<file path="src/rtl/demux_1to2_reg.sv">
// demux_1to2_reg: registered 1-to-2 demultiplexer for a valid/ready stream.
// Each beat goes to channel 0 or channel 1, as chosen by select_i. Each
// channel has a one-entry output slot, so no combinational path runs from
// data_i to data0_o/data1_o.
// Optional feature: define DEMUX_1TO2_CNT_EN to build the per-channel
// delivered-beat counters (cnt0_o/cnt1_o). Without the macro they are tied
// to zero and the port list is unchanged.
//
// Handshake rules (all channels): a beat transfers on a rising edge where
// valid && ready are both high. A producer holds valid and payload stable
// until that transfer happens. ready never depends on the same
// interface's valid. Here ready_o depends only on select_i and on the
// state and readiness of the selected slot.
module demux_1to2_reg #(
    parameter int size  = 32,
    parameter int CNT_W = 16
) (
    input  logic             clk_i,
    input  logic             rst_i,
    input  logic             valid_i,
    output logic             ready_o,
    input  logic [size-1:0]  data_i,
    input  logic             select_i,
    output logic             valid0_o,
    input  logic             ready0_i,
    output logic [size-1:0]  data0_o,
    output logic             valid1_o,
    input  logic             ready1_i,
    output logic [size-1:0]  data1_o,
    output logic [CNT_W-1:0] cnt0_o,
    output logic [CNT_W-1:0] cnt1_o
);

    // Per-channel slot state. The slot state is visible on valid0_o/valid1_o.
    typedef enum logic {
        SLOT_EMPTY = 1'b0,
        SLOT_FULL  = 1'b1
    } slot_state_t;

    slot_state_t state0_q, state0_d;
    slot_state_t state1_q, state1_d;
    logic [size-1:0] data0_q, data0_d;
    logic [size-1:0] data1_q, data1_d;

    logic load0, load1;
    logic drain0, drain1;

    // Handshake decode: input acceptance is gated by the selected slot only.
    always_comb begin
        valid0_o = (state0_q == SLOT_FULL);
        valid1_o = (state1_q == SLOT_FULL);
        drain0   = valid0_o && ready0_i;
        drain1   = valid1_o && ready1_i;
        if (select_i) begin
            ready_o = !valid1_o || ready1_i;
        end else begin
            ready_o = !valid0_o || ready0_i;
        end
        load0 = valid_i && ready_o && !select_i;
        load1 = valid_i && ready_o &&  select_i;
    end

    // Slot next-state: a load wins over a drain, so a slot stays FULL when it drains and reloads in one cycle.
    always_comb begin
        state0_d = state0_q;
        state1_d = state1_q;
        data0_d  = data0_q;
        data1_d  = data1_q;
        if (load0) begin
            state0_d = SLOT_FULL;
            data0_d  = data_i;
        end else if (drain0) begin
            state0_d = SLOT_EMPTY;
        end
        if (load1) begin
            state1_d = SLOT_FULL;
            data1_d  = data_i;
        end else if (drain1) begin
            state1_d = SLOT_EMPTY;
        end
    end

    // Slot registers; reset discards any held beat and clears the payloads.
    always_ff @(posedge clk_i) begin
        if (rst_i) begin
            state0_q <= SLOT_EMPTY;
            state1_q <= SLOT_EMPTY;
            data0_q  <= '0;
            data1_q  <= '0;
        end else begin
            state0_q <= state0_d;
            state1_q <= state1_d;
            data0_q  <= data0_d;
            data1_q  <= data1_d;
        end
    end

    assign data0_o = data0_q;
    assign data1_o = data1_q;

`ifdef DEMUX_1TO2_CNT_EN
    logic [CNT_W-1:0] cnt0_q, cnt0_d;
    logic [CNT_W-1:0] cnt1_q, cnt1_d;

    // Delivered-beat counters: count output handshakes and wrap modulo 2^CNT_W.
    always_comb begin
        cnt0_d = cnt0_q;
        cnt1_d = cnt1_q;
        if (drain0) begin
            cnt0_d = cnt0_q + CNT_W'(1);
        end
        if (drain1) begin
            cnt1_d = cnt1_q + CNT_W'(1);
        end
    end

    // Counter registers, cleared by reset.
    always_ff @(posedge clk_i) begin
        if (rst_i) begin
            cnt0_q <= '0;
            cnt1_q <= '0;
        end else begin
            cnt0_q <= cnt0_d;
            cnt1_q <= cnt1_d;
        end
    end

    assign cnt0_o = cnt0_q;
    assign cnt1_o = cnt1_q;
`else
    assign cnt0_o = '0;
    assign cnt1_o = '0;
`endif

endmodule

</file>
<file path="config.mk">
export PLATFORM = sky130hd
export DESIGN_NAME = demux_1to2_reg
export DESIGN_NICKNAME = d
export VERILOG_FILES = /design/src/rtl/demux_1to2_reg.sv
export SDC_FILE = /design/constraint.sdc
export NUM_CORES = 1
export LEC_CHECK = 0
export CORE_AREA = 2 2 95 79
export CTS_CLUSTER_SIZE = 16
export DETAILED_ROUTE_END_ITERATION = 10
export DIE_AREA = 0 0 97 81
export GPL_TIMING_DRIVEN = 0
export HOLD_SLACK_MARGIN = 0.08
export PLACE_DENSITY_LB_ADDON = 0.3
export SYNTH_ARGS = -nofsm -noshare
export SYNTH_HDL_FRONTEND = slang
export SYNTH_SLANG_ARGS = --single-unit
</file>
<file path="constraint.sdc">
create_clock -name clk_i -period 2.95 [get_ports clk_i]
set_clock_uncertainty 0.2 [all_clocks]
set_input_delay 0.4425 -clock clk_i [delete_from_list [all_inputs] [get_ports clk_i]]
set_output_delay 0.4425 -clock clk_i [all_outputs]
set_load 0.01 [all_outputs]
</file>
==> summary.txt <==
Logic synthesis
  – Fraction of post-synthesis cell area in the top cell type by area: about 44%
  – Ranking of synthesized cells by area: sky130_fd_sc_hd__dfxtp_1 44%, sky130_fd_sc_hd__mux2i_1 21%, sky130_fd_sc_hd__nand2b_1 20%, sky130_fd_sc_hd__buf_4 8.2%, sky130_fd_sc_hd__buf_12 1.3%
  – Portion of the post-synthesis area used by sequential elements: between 40% and 50%
  – Per-instance average area after synthesis: 10.6 sq um
  – Number of distinct library cells after synthesis: 16
  – Netlist area before placement: 0.00301 sq mm
  – Warnings from Yosys: 0
  – Synthesized netlist cell count: between 200 and 300
  – Register bit total from synthesis: 66
  – Cell type with the highest aggregate area in the netlist: sky130_fd_sc_hd__dfxtp_1

Floorplan
  – Number of top-level pins: 137
  – Floorplan die width: 97 microns
  – Die Outline Area: about 0.0079 sq mm
  – Floorplan die height: just over 80 microns
  – Core Box Area: about 0.0070 sq mm
  – Effective utilization at floorplan: about 43%
  – Core Rows: 28

Flow run
  – MaxCap Viol Count: 0

Critical path
  – Critical path's most frequent cell: sky130_fd_sc_hd__clkdlybuf4s50_1
  – Worst Setup Start Kind: input port
  – Worst-path cell with the longest stage delay: sky130_fd_sc_hd__clkdlybuf4s50_1
  – Type of element capturing the critical path: output pin
  – Reg2reg setup slack: around 1600 ps
  – Buffering stage count on the worst path with inverters included: 2
  – Ordered list of cells on the worst path: clkdlybuf4s50_1 -> mux2_2 -> clkdlybuf4s50_1
  – Worst endpoint required time: 2310 ps
  – Largest stage delay on the critical path: 540 ps
  – Largest delay contributor family on the critical path: buffers and inverters
  – Crit Path Category: in2out
  – Arrival time worst endpoint: roughly 1800 ps
  – Max Fanout on Critical Path: 5

CTS
  – Number of buffers created by CTS: 9
  – Hold buffers post-CTS: 0
  – Clock latency reported for the late side of the worst-skew pair: between 300 and 400 ps
  – Number of post-CTS setup repair buffers: 0
  – Post-CTS clock slew at the launch and capture registers of the worst setup and hold paths: 60 ps
  – CTS Buffer Depth: 2
  – Clock sink count: 66
  – Clock H-tree levels: 3
  – CTS tree: built
  – Clock root buffer: sky130_fd_sc_hd__clkbuf_8
  – PostCTS Resize Cnt: 0

Run status
  – Outcome: finished, final reports clean

GRT
  – Maximum number of pins on one net before global-route repair: 11
  – Vias in the first global route: around 2400
  – All-layer global routing usage: a little under a fifth
  – Global-route wire length before repair: about 11 mm
  – Number of antenna violations at the first check in global routing: 0
  – Residual overflow from global routing: 0

Detailed routing
  – Post-detailed-routing wire length: about 7 mm
  – Post-route ant nets: 0
  – Count of routing violations after the opening detailed-route iteration: 42
  – DRC violations left: 0
  – Routed wirelength normalized by instance count: between 10 and 15 microns
  – Detailed-routing iteration count for the pre-antenna-repair pass: 4
  – Via density per instance: about 4.4
  – Number of vias after detailed routing: roughly 2300

Placed design
  – Total placed instance area: ~0.0043 sq mm
  – HPWL after detailed placement: about 5 mm
  – Number of port buffers: around 100
  – Final weighted congestion of routability-driven global placement: around 0.73

Cells and area
  – Fraction of final layout cells with drive strength greater than 1: about an eighth
  – Cell area after layout: roughly 0.0044 sq mm
  – Commonest non-fill, non-tap cells in the layout: 103 x sky130_fd_sc_hd__clkdlybuf4s50_1, 96 x sky130_fd_sc_hd__nand2b_1, 66 x sky130_fd_sc_hd__dfxtp_1
  – Most common library cell in the layout ignoring fill and taps: sky130_fd_sc_hd__clkdlybuf4s50_1
  – Area growth from synthesis to layout: 47.3%
  – Net count of the finished layout: between 400 and 500
  – Number of antenna cells inserted: 0

Timing
  – Setup repair after global routing missed its margin: no
  – Final Max Slew Viols: 0
  – Maximum clock rate: around 0.41 GHz
  – Total negative setup slack: 0 ps
  – Time the final worst path needs with I/O delays and setup: between 2000 and 2500 ps
  – Count of endpoints failing setup in the final report: 0
  – Final Hold Violating Endpoints: 0
  – Share of the clock period used by the worst path: a little over four fifths

Pwr
  – Static power due to leakage: between 1.5 and 2 nW
  – Maximum vdd ir drop: 0.272 mV
  – Cell area power density: 447 mW/mm^2

Min path
  – Tightest Hold Check Type: reg2reg
per-stage QoR:
stage	util [%]	total power (W)	worst slack (ps)	hold WS (ps)	instances
after floorplan	-	0.00118	1450	293	316
after global placement	60.6	0.00135	506	259	509
after detailed placement	60.6	0.00136	497	261	509
after CTS	63.0	0.00201	491	276	525
after global routing	63.0	0.00208	462	295	525
final	63.0	0.00198	491	273	525
per-layer routing:
layer  track usage [%]  share of wire (%)
met3              9.55                9.9
met1              19.6                 41
met5                 0                  0
met2              31.7                 48
met4              3.80               0.76
cell families (layout without fill, tap and decap cells):
logic type             after synthesis  after routing  share of synthesized area [%]
buffers and inverters               49            168                           11.9
AO/OA/AOI/OAI                        2              2                          0.333
other                                1             32                          0.125
multiplexers                        65             65                           21.7
AND/OR/NAND/NOR                    102            102                           22.0
flip-flops                          66             66                           43.9
synthesized netlist by cell type:
library cell                n
sky130_fd_sc_hd__nand3_1    1
sky130_fd_sc_hd__buf_4     33
sky130_fd_sc_hd__clkbuf_1   9
sky130_fd_sc_hd__dfxtp_1   66
sky130_fd_sc_hd__conb_1     1
sky130_fd_sc_hd__buf_6      2
sky130_fd_sc_hd__and3_1     1
sky130_fd_sc_hd__mux2_2     1
sky130_fd_sc_hd__buf_2      3
sky130_fd_sc_hd__nand3b_2   1
sky130_fd_sc_hd__buf_12     2
sky130_fd_sc_hd__and3b_4    1
sky130_fd_sc_hd__a21oi_1    2
sky130_fd_sc_hd__mux2i_1   64
sky130_fd_sc_hd__nand2b_4   2
sky130_fd_sc_hd__nand2b_1  96
worst register-to-register path: cells and delay by family, from the launching register on:
kind / cells / cell delay (ps)
buf+inv: 1 / 320
flops: 1 / 380
mux: 1 / 250
simple gates: 2 / 160
path summary, 6_finish.rpt:
kind / startpoint / endpoint / cells past startpoint
worst min register to register: data1_o[19] / data1_o[19] / 2
worst max-delay path: select_i / ready_o / 3
worst max register to register: valid1_o / data1_o[1] / 4
worst min-delay path: data1_o[19] / data1_o[19] / 2
final cells by class:
class | instances | area (sq um)
Fill cell | 620 | 2610
Clock buffer | 13 | 149
Clock inverter | 3 | 15.0
Multi-Input combinational cell | 201 | 1450
Buffer | 49 | 359
Sequential cell | 66 | 1320
Tap cell | 90 | 113
Timing Repair Buffer | 103 | 1030
registers in the layout, indices dropped and copies added (netlist names):
signal    flops
valid0_o      1
data1_o      32
valid1_o      1
data0_o      32
report_power, final:
group	leakage [nW]	internal (W)	switching, W
clock	0.0872	0.000325	0.000320
sequential	0.540	0.000939	0.0000261
combinational	1.29	0.000225	0.000149
Power figures use the tool's default switching activity.
